File: src/rtl/data_buffer_if.sv
// Byte FIFO bus between the register block / packet engines and data_buffer.
//  slave  : the buffer side (takes strobes and push bytes, drives head/occupancy/pulses)
//  master : the user side (register block plus USB RX/TX engines)
//  clear                 sync flush request
//  store_tx_data/tx_data AHB-side push strobe and byte
//  get_rx_data/rx_data   AHB-side pop strobe and head byte
//  store_rx_packet_data/rx_packet_data  USB RX push strobe and byte
//  get_tx_packet_data/tx_packet_data    USB TX pop strobe and head byte
//  buffer_occupancy      registered entry count
//  overrun/underrun      registered 1-cycle error pulses
interface data_buffer_if #(
    parameter int unsigned ADDR_W = 6
);
    localparam int unsigned DATA_W = 8;
    localparam int unsigned CNT_W  = ADDR_W + 1;

    logic              clear;
    logic              store_tx_data;
    logic [DATA_W-1:0] tx_data;
    logic              get_rx_data;
    logic [DATA_W-1:0] rx_data;
    logic              store_rx_packet_data;
    logic [DATA_W-1:0] rx_packet_data;
    logic              get_tx_packet_data;
    logic [DATA_W-1:0] tx_packet_data;
    logic [CNT_W-1:0]  buffer_occupancy;
    logic              overrun;
    logic              underrun;

    modport slave (
        input  clear,
        input  store_tx_data,
        input  tx_data,
        input  get_rx_data,
        input  store_rx_packet_data,
        input  rx_packet_data,
        input  get_tx_packet_data,
        output rx_data,
        output tx_packet_data,
        output buffer_occupancy,
        output overrun,
        output underrun
    );

    modport master (
        output clear,
        output store_tx_data,
        output tx_data,
        output get_rx_data,
        output store_rx_packet_data,
        output rx_packet_data,
        output get_tx_packet_data,
        input  rx_data,
        input  tx_packet_data,
        input  buffer_occupancy,
        input  overrun,
        input  underrun
    );
endinterface

File: src/rtl/data_buffer.sv
// Shared 64-byte FIFO between the AHB register block and the USB packet engines.
// Ports:
//  clk    rising-edge system clock
//  n_rst  asynchronous active-low reset
//  bus    data_buffer_if.slave: push/pop strobes, push bytes, show-ahead head byte,
//         registered occupancy and registered overrun/underrun pulses
module data_buffer #(
    parameter int unsigned DEPTH  = 64,
    parameter int unsigned ADDR_W = 6
) (
    input  logic         clk,
    input  logic         n_rst,
    data_buffer_if.slave bus
);
    localparam int unsigned DATA_W = 8;
    localparam int unsigned CNT_W  = ADDR_W + 1;

    logic [DATA_W-1:0] r_mem [DEPTH];
    logic [ADDR_W-1:0] r_wptr;
    logic [ADDR_W-1:0] r_rptr;
    logic [CNT_W-1:0]  r_count;
    logic              r_overrun;
    logic              r_underrun;

    logic              w_push;
    logic              w_pop;
    logic              w_full;
    logic              w_empty;
    logic              w_wr_en;
    logic              w_rd_en;
    logic              w_overrun_nxt;
    logic              w_underrun_nxt;
    logic [DATA_W-1:0] w_push_data;
    logic [CNT_W-1:0]  w_count_nxt;

    // Push/pop decode; clear masks every strobe and pulse in its cycle
    always_comb begin
        w_push         = bus.store_tx_data | bus.store_rx_packet_data;
        w_pop          = bus.get_rx_data | bus.get_tx_packet_data;
        // AHB byte wins when both sides push together
        w_push_data    = bus.store_tx_data ? bus.tx_data : bus.rx_packet_data;
        w_full         = (r_count == CNT_W'(DEPTH));
        w_empty        = (r_count == '0);
        // A pop on a full buffer frees the slot the push needs
        w_wr_en        = !bus.clear && w_push && (!w_full || w_pop);
        w_rd_en        = !bus.clear && w_pop && !w_empty;
        w_overrun_nxt  = !bus.clear && w_push &&
                         ((w_full && !w_pop) || (bus.store_tx_data && bus.store_rx_packet_data));
        w_underrun_nxt = !bus.clear && w_pop && w_empty;

        w_count_nxt = r_count;
        if (bus.clear) begin
            w_count_nxt = '0;
        end else begin
            case ({w_wr_en, w_rd_en})
                2'b10:   w_count_nxt = r_count + CNT_W'(1);
                2'b01:   w_count_nxt = r_count - CNT_W'(1);
                default: w_count_nxt = r_count;
            endcase
        end
    end

    // Pointers, count and error pulses
    always_ff @(posedge clk or negedge n_rst) begin
        if (!n_rst) begin
            r_wptr     <= '0;
            r_rptr     <= '0;
            r_count    <= '0;
            r_overrun  <= 1'b0;
            r_underrun <= 1'b0;
        end else begin
            r_count    <= w_count_nxt;
            r_overrun  <= w_overrun_nxt;
            r_underrun <= w_underrun_nxt;
            if (bus.clear) begin
                r_wptr <= '0;
                r_rptr <= '0;
            end else begin
                if (w_wr_en) r_wptr <= r_wptr + ADDR_W'(1);
                if (w_rd_en) r_rptr <= r_rptr + ADDR_W'(1);
            end
        end
    end

    // Storage array; clear leaves contents in place
    always_ff @(posedge clk or negedge n_rst) begin
        if (!n_rst) begin
            for (int unsigned i = 0; i < DEPTH; i++) begin
                r_mem[ADDR_W'(i)] <= '0;
            end
        end else if (w_wr_en) begin
            r_mem[r_wptr] <= w_push_data;
        end
    end

    // Show-ahead head byte, forced to zero while empty
    assign bus.rx_data          = w_empty ? DATA_W'(0) : r_mem[r_rptr];
    assign bus.tx_packet_data   = bus.rx_data;
    assign bus.buffer_occupancy = r_count;
    assign bus.overrun          = r_overrun;
    assign bus.underrun         = r_underrun;
endmodule
File: src/flat_wrapper.sv
// flat-port wrapper written by rule: the top's interface ports become plain ports
module data_buffer_flat 
#(
    parameter int unsigned DEPTH  = 64,
    parameter int unsigned ADDR_W = 6
)
  (clk, n_rst, bus_clear, bus_store_tx_data, bus_tx_data, bus_get_rx_data, bus_store_rx_packet_data, bus_rx_packet_data, bus_get_tx_packet_data, bus_rx_data, bus_tx_packet_data, bus_buffer_occupancy, bus_overrun, bus_underrun);
  data_buffer_if #(.ADDR_W(ADDR_W)) bus_i ();
  input  logic clk;
  input  logic n_rst;
  input wire logic [$bits(bus_i.clear)-1:0] bus_clear;
  input wire logic [$bits(bus_i.store_tx_data)-1:0] bus_store_tx_data;
  input wire logic [$bits(bus_i.tx_data)-1:0] bus_tx_data;
  input wire logic [$bits(bus_i.get_rx_data)-1:0] bus_get_rx_data;
  input wire logic [$bits(bus_i.store_rx_packet_data)-1:0] bus_store_rx_packet_data;
  input wire logic [$bits(bus_i.rx_packet_data)-1:0] bus_rx_packet_data;
  input wire logic [$bits(bus_i.get_tx_packet_data)-1:0] bus_get_tx_packet_data;
  output wire logic [$bits(bus_i.rx_data)-1:0] bus_rx_data;
  output wire logic [$bits(bus_i.tx_packet_data)-1:0] bus_tx_packet_data;
  output wire logic [$bits(bus_i.buffer_occupancy)-1:0] bus_buffer_occupancy;
  output wire logic [$bits(bus_i.overrun)-1:0] bus_overrun;
  output wire logic [$bits(bus_i.underrun)-1:0] bus_underrun;
  assign bus_i.clear = bus_clear;
  assign bus_i.store_tx_data = bus_store_tx_data;
  assign bus_i.tx_data = bus_tx_data;
  assign bus_i.get_rx_data = bus_get_rx_data;
  assign bus_i.store_rx_packet_data = bus_store_rx_packet_data;
  assign bus_i.rx_packet_data = bus_rx_packet_data;
  assign bus_i.get_tx_packet_data = bus_get_tx_packet_data;
  assign bus_rx_data = bus_i.rx_data;
  assign bus_tx_packet_data = bus_i.tx_packet_data;
  assign bus_buffer_occupancy = bus_i.buffer_occupancy;
  assign bus_overrun = bus_i.overrun;
  assign bus_underrun = bus_i.underrun;
  data_buffer #(.DEPTH(DEPTH), .ADDR_W(ADDR_W)) u_core (.clk(clk), .n_rst(n_rst), .bus(bus_i));
endmodule
File: config.mk
export PLATFORM = sky130hd
export DESIGN_NAME = data_buffer_flat
export DESIGN_NICKNAME = d
export VERILOG_FILES = /design/src/rtl/data_buffer_if.sv /design/src/rtl/data_buffer.sv /design/src/flat_wrapper.sv
export SDC_FILE = /design/constraint.sdc
export NUM_CORES = 1
export LEC_CHECK = 0
export CAP_MARGIN = 20
export CORE_MARGIN = 2
export CORE_UTILIZATION = 33
export DETAILED_ROUTE_END_ITERATION = 8
export PLACE_DENSITY = 0.59
export SYNTH_ARGS = -nofsm -noshare
export SYNTH_HDL_FRONTEND = slang
export SYNTH_SLANG_ARGS = --single-unit
File: constraint.sdc
create_clock -name clk -period 2.85 [get_ports clk]
set_input_delay 0.57 -clock clk [delete_from_list [all_inputs] [get_ports clk]]
set_output_delay 0.57 -clock clk [all_outputs]
set_load 0.005 [all_outputs]
=== Word level (Yosys, flattened, before mapping) ===
Index checks and enable logic that the tools add are counted.

* Flip-flop bits (word level): 533
* Output and inout bits: 25
* Bits of input ports: 23
* Logic and storage cells: 116

* Order comparisons: 3
* Reductions and logical operators: 19
* Multiplexer cells: 14
* Add/sub/neg operators: 4
* Bitwise gates (word level): 4
* Equality and inequality tests: 3

{| class="wikitable"
|+ Operators by type and width
! operator !! count
|-
| bitwise mux 512 bit || 1
|-
| binary-select mux 8 bit (select 6 bit) || 1
|-
| demux 8 bit (select 6 bit) || 1
|-
| 2-to-1 mux 8 bit || 5
|-
| 2-to-1 mux 6 bit || 4
|-
| greater-or-equal comparator 7 bit, second input constant || 2
|-
| inverter 6 -> 7 bit || 2
|-
| case mux 7 bit (2 select lines) || 1
|-
| adder 6 x 1 -> 6 bit, second input constant || 2
|-
| logical AND 1 bit || 9
|-
| adder 7 x 1 -> 7 bit, second input constant || 1
|-
| == test 7 bit, second input constant || 1
|-
| zero test 7 bit || 1
|-
| less-than comparator 7 x 1 -> 1 bit, second input constant || 1
|-
| 2-to-1 mux 7 bit || 1
|-
| subtractor 7 x 1 -> 7 bit, second input constant || 1
|-
| zero test 1 bit || 4
|-
| nonzero test 2 bit || 2
|-
| nonzero test 3 bit || 1
|-
| == test 2 x 1 -> 1 bit, second input constant || 1
|-
| == test 2 bit, second input constant || 1
|-
| logical OR 1 bit || 2
|-
| bitwise OR 1 bit || 2
|}

=== Logic depth before layout (Yosys ltp) ===
* Depth after elaboration: 7
* Depth in mapped cells: 10
* Depth with buffers taken out: 9

=== Least setup slack after synthesis ===
No wires, ideal clock.

* Path kind: register to output
* Start point: register u_core.r_rptr[0]
* End point: output bus_tx_packet_data[0]
* Data arrival time: 2187 ps
* Path slack: 93 ps
* Required time: 2280 ps
* Stages on the path, launching flop included: 9
* Buffers on the path: 4
* Cell sequence: dfrtp_1 -> buf_4 -> buf_4 -> buf_2 -> mux4_2 -> a22oi_1 -> nand3_1 -> and4_1 -> buf_4

* Cells in the longest elaborated chain, start to end: 5

{| class="wikitable"
|+ RTL lines
! what !! line !! RTL
|-
| start, declared || data_buffer.sv:20 || <nowiki>logic [ADDR_W-1:0] r_rptr;</nowiki>
|-
| start signal, assigned || data_buffer.sv:80 || <nowiki>if (w_rd_en) r_rptr <= r_rptr + ADDR_W'(1);</nowiki>
|-
| inverter 6 -> 7 bit (not written as such) || data_buffer.sv:97 || <nowiki>assign bus.rx_data = w_empty ? DATA_W'(0) : r_mem[r_rptr];</nowiki>
|-
| binary-select mux 8 bit (select 6 bit) || data_buffer.sv:97 ||
|-
| 2-to-1 mux 8 bit (not written as such) (2 in a row) || data_buffer.sv:97 ||
|-
| 2-to-1 mux 8 bit || data_buffer.sv:97 ||
|-
| end, declared || flat_wrapper.sv:19 || <nowiki>output wire logic [$bits(bus_i.tx_packet_data)-1:0] bus_tx_packet_data;</nowiki>
|}

No other way between the ends. The select of a mux whose other input is x is not followed.

=== Worst setup path after layout ===
* Start point: register u_core.r_rptr[0]
* End point: output bus_tx_packet_data[1]

Same word-level chain as after synthesis.

==> flow_summary.yaml <==
outcome:
  status: "finished, violations left"
  violations: "setup timing"
clock_tree:
  cts_buffer_depth: 3
  cts_buffers: 55
  clk_latency_ps: 630
  cts.clk_slew.worst_paths_ps: 60
  clkSinkCount: 533
  htreeDepth: 2
  root_buffer: "clkbuf_16"
  tritoncts: "built"
logic_synthesis:
  synth.cell_area_sq_um: 23800
  synth_edf_count: 0
  ys_ff_latch: 533
  yosysWarnings: 0
  syn_nets: 2263
  avgSynthCellArea_sq_um: 10.7
  netlist-cell-type-count: 55
  ys_seq_area_share_pct: 56.0
  synthArstFlopShare_pct: 100
  ys.flop_type: "dfrtp_1"
  syn_inst: 2236
layout:
  fill_cells: 6680
  final_nets: 2402
  syn_to_final_growth_pct: 23.3
  antenna_cells: 0
  layout-drive-gt1-share_pct: 23.1
grt:
  gr-usage-all-layers_pct: 17.9
  grt_pass1_wl_mm: 104
  antenna_found_initial: 0
  grt_max_degree: 93
  grt_pass1_vias: 17700
  grt_overflow_total: 0
power_and_ir_drop:
  seqPwrFrac_pct: 39.6
  p_leak_nw: 12.5
  swShare_pct: 28.1
  power_density_nw_per_um2: 698
  p_sw_mw: 5.76
  total_power_mw: 20.5
  power_frac_clock_pct: 36.4
  ir_drop_uv: 465
  p_int_mw: 14.8
  combPwrFrac_pct: 24.1
setup_path:
  worst-r2r-setup-slack_ps: 340
  worst_setup_path_end_kind: "output pin"
  cp_max_fo: 7
  worstPathRequired_ps: 2280
  r2r_cells: 10
  critical_path_class: "flop to output pin"
  startpoint_type: "flop"
  startpoint: "u_core.r_rptr[0]$_DFFE_PN0P_"
  worstReg2RegEnd: "u_core.bus.buffer_occupancy[6]$_DFFE_PN0P_"
  r2r_start: "u_core.bus.buffer_occupancy[1]$_DFFE_PN0P_"
  cp-endpoint: "bus_tx_packet_data[1]"
  cp.arrival_ps: 2980
floorplan:
  rows: 98
  dieWidth_um: 273
  start_util_pct: 33.3
  dieHeight_um: 273
  io_pins: 48
  die_area_sq_um: 74400
  fp.coreArea_sq_um: 71500
detailed_routing:
  routedWlPerCell_um: 19.6
  routed_via_density: 5.22
  dr.pass1.iters: 5
  ant_nets: 0
  routed_wirelength_mm: 65.9
  drt_iter0_drc: 1686
  vias: 17600
  drc: 0
timing:
  finalHoldViolCount: 0
  worst_pin_slew_ps: 764
  slew_headroom_pct: 48.9
  rsz0062_at_grt: "yes"
  min_period_ps: 3550
  setup_violations: 16
  slew_viol_final: 0
  fin_setup_tns_ps: -10270
  period_share_pct: 125
  max_freq_ghz: 0.282
  setup_slack_ps: -699
  finClkSkew_ps: 18.9
placed_design:
  place_congestion: 0.846
  port_buffers: 47
  dp_slack_ps: -688
  dpl.hpwl_mm: 42.5
worst_hold_path:
  hold_path_class: "flop to flop"
  hold_path_startpoint: "u_core.r_mem[360]$_DFFE_PN0P_"
run:
  maxCapViolCount: 0
==> flip-flops by register name, indices dropped and copies added (netlist names) <==
name,cells
u_core.r_mem,512
u_core.bus.buffer_occupancy,7
u_core.r_rptr,6
u_core.r_wptr,6
u_core.bus.overrun,1
u_core.bus.underrun,1
==> Yosys cell counts, types with 2 or more instances <==
cell type  count  share of area (%)
and3_1        10               0.26
o21bai_1       2              0.063
clkbuf_1      95                1.5
a2111oi_0      5               0.18
clkbuf_8       2               0.12
nand2_1      456                7.2
o211ai_1       3              0.095
nand4_1        6               0.16
nor4_1         2              0.052
a311oi_1       5               0.18
nor2b_1       12               0.32
mux2i_1       26                1.1
buf_1         10               0.16
a22oi_1       44                1.4
mux4_2       117                 11
o21ai_0      424                8.9
buf_4         16               0.50
and2_1         5               0.13
or3_1          4               0.10
or2_2          4               0.10
a211oi_1       2              0.063
buf_2         69                1.4
nor3b_1        4               0.13
and4_1         5               0.18
a221o_1        4               0.17
inv_1          3              0.047
a221oi_1       6               0.22
xnor2_1        5               0.18
nor3_1        11               0.23
nand2b_1       6               0.16
and3b_1        2              0.074
a21oi_1      111                2.3
xor2_1         5               0.18
mux2_2        16               0.76
nand3_1       52                1.1
dfrtp_1      533                 56
nor2_1       131                2.1
buf_6          2              0.095
or3b_2         2              0.074
ha_1           4               0.21
==> worst max-delay path: stages (launching register included) <==
cell and delay (ps):
dfrtp_4 530, buf_12 150, buf_12 140, buf_6 120, mux4_2 410, a221o_1 370, a21oi_4 190, a311oi_4 100
and3_4 230, buf_6 110
==> layer usage <==
layer	track usage (%)	vias to the layer above	part of all wire, %
li1	-	8128	-
met1	25.5	8861	46
met2	27.7	500	45
met3	4.06	98	6.8
met4	4.90	0	2.1
met5	0	-	0
==> what timing repair did <==
action                                  in CTS  in global routing
cloned                                       7                  0
pin swaps                                   37                 15
endpoints found under the hold margin       37                  0
hold buffers                                 1                  0
resized for setup                          173                  9
endpoints found under the setup margin      16                 16
buffers inserted                            31                  7
==> how the worst min path moves through the flow <==
stage / cells past startpoint / end / slack [ps]
global placement: 2 / u_core.r_mem[431]$_DFFE_PN0P_ / 460
CTS: 2 / u_core.r_mem[9]$_DFFE_PN0P_ / 480
finish: 2 / u_core.r_mem[360]$_DFFE_PN0P_ / 470
detailed placement: 2 / u_core.r_mem[9]$_DFFE_PN0P_ / 460
global route: 2 / u_core.r_mem[74]$_DFFE_PN0P_ / 490
floorplan: 0 / u_core.bus.buffer_occupancy[0]$_DFFE_PN0P_ / 270
==> logic make-up (layout without fill, tap and decap cells) <==
group	Yosys count	in the layout	synth area share [%]
buffers and inverters	198	378	3.90
AND/OR/NAND/NOR	717	717	12.5
multiplexers	159	159	12.9
XOR/XNOR	10	10	0.368
AO/OA/AOI/OAI	615	615	14.1
flip-flops	533	533	56.0
adder cells (fa/ha/maj)	4	4	0.210
==> layout by cell type (no fill, tap or decap), types with 5 or more instances in the layout <==
cell type,netlist,layout
dfrtp_1,533,531
clkbuf_16,0,55
buf_6,2,23
nand3_2,0,8
o21ai_0,424,424
clkbuf_8,2,10
nor3_1,11,11
xnor2_1,5,5
clkbuf_1,95,11
nor2_1,131,130
a221oi_1,6,6
clkdlybuf4s50_1,0,30
nand2b_1,6,6
buf_4,16,172
mux2_2,16,15
mux4_2,117,117
nor2b_1,12,10
buf_12,0,39
mux2i_1,26,18
bufinv_16,0,6
buf_16,0,8
and3_1,10,7
a21oi_1,111,105
nand3_1,52,44
clkinv_2,0,10
a22oi_2,0,32
a22oi_1,44,12
nand2_1,456,454
and4_4,0,5
xor2_1,5,5
mux2i_4,0,8
nand4_1,6,6
and2_1,5,5
==> power groups by stage <==
stage          Clock, mW  Sequential, mW  Combinational (mW)
6_report            7.46            8.12                4.94
5_1_grt             7.94            8.15                5.27
4_1_cts             7.61            8.11                4.96
3_5_place_dp           0            8.26                4.06
3_3_place_gp           0            8.23                4.01
2_1_floorplan          0            8.16                2.23
==> through the flow <==
step	utilization (%)	hold slack, ps	area [sq um]	cells
after floorplan	-	274	23800	2236
after global placement	37.2	456	26600	3225
after detailed placement	37.2	465	26600	3225
after CTS	41.1	478	29400	3362
after global routing	41.1	488	29400	3366
final	41.1	473	29400	3366
==> area by class of cell <==
class	instances	area, sq um	share of cell area, %
clock inverters	22	303	1.03
repair buffers	277	2920	9.94
clock buffers	76	1560	5.29
multi-input cells	1505	10100	34.2
inverters	3	11.3	0.0383
well taps	950	1190	4.04
flip-flops and latches	533	13300	45.4
Note: power is estimated with default switching activity, not from simulation.
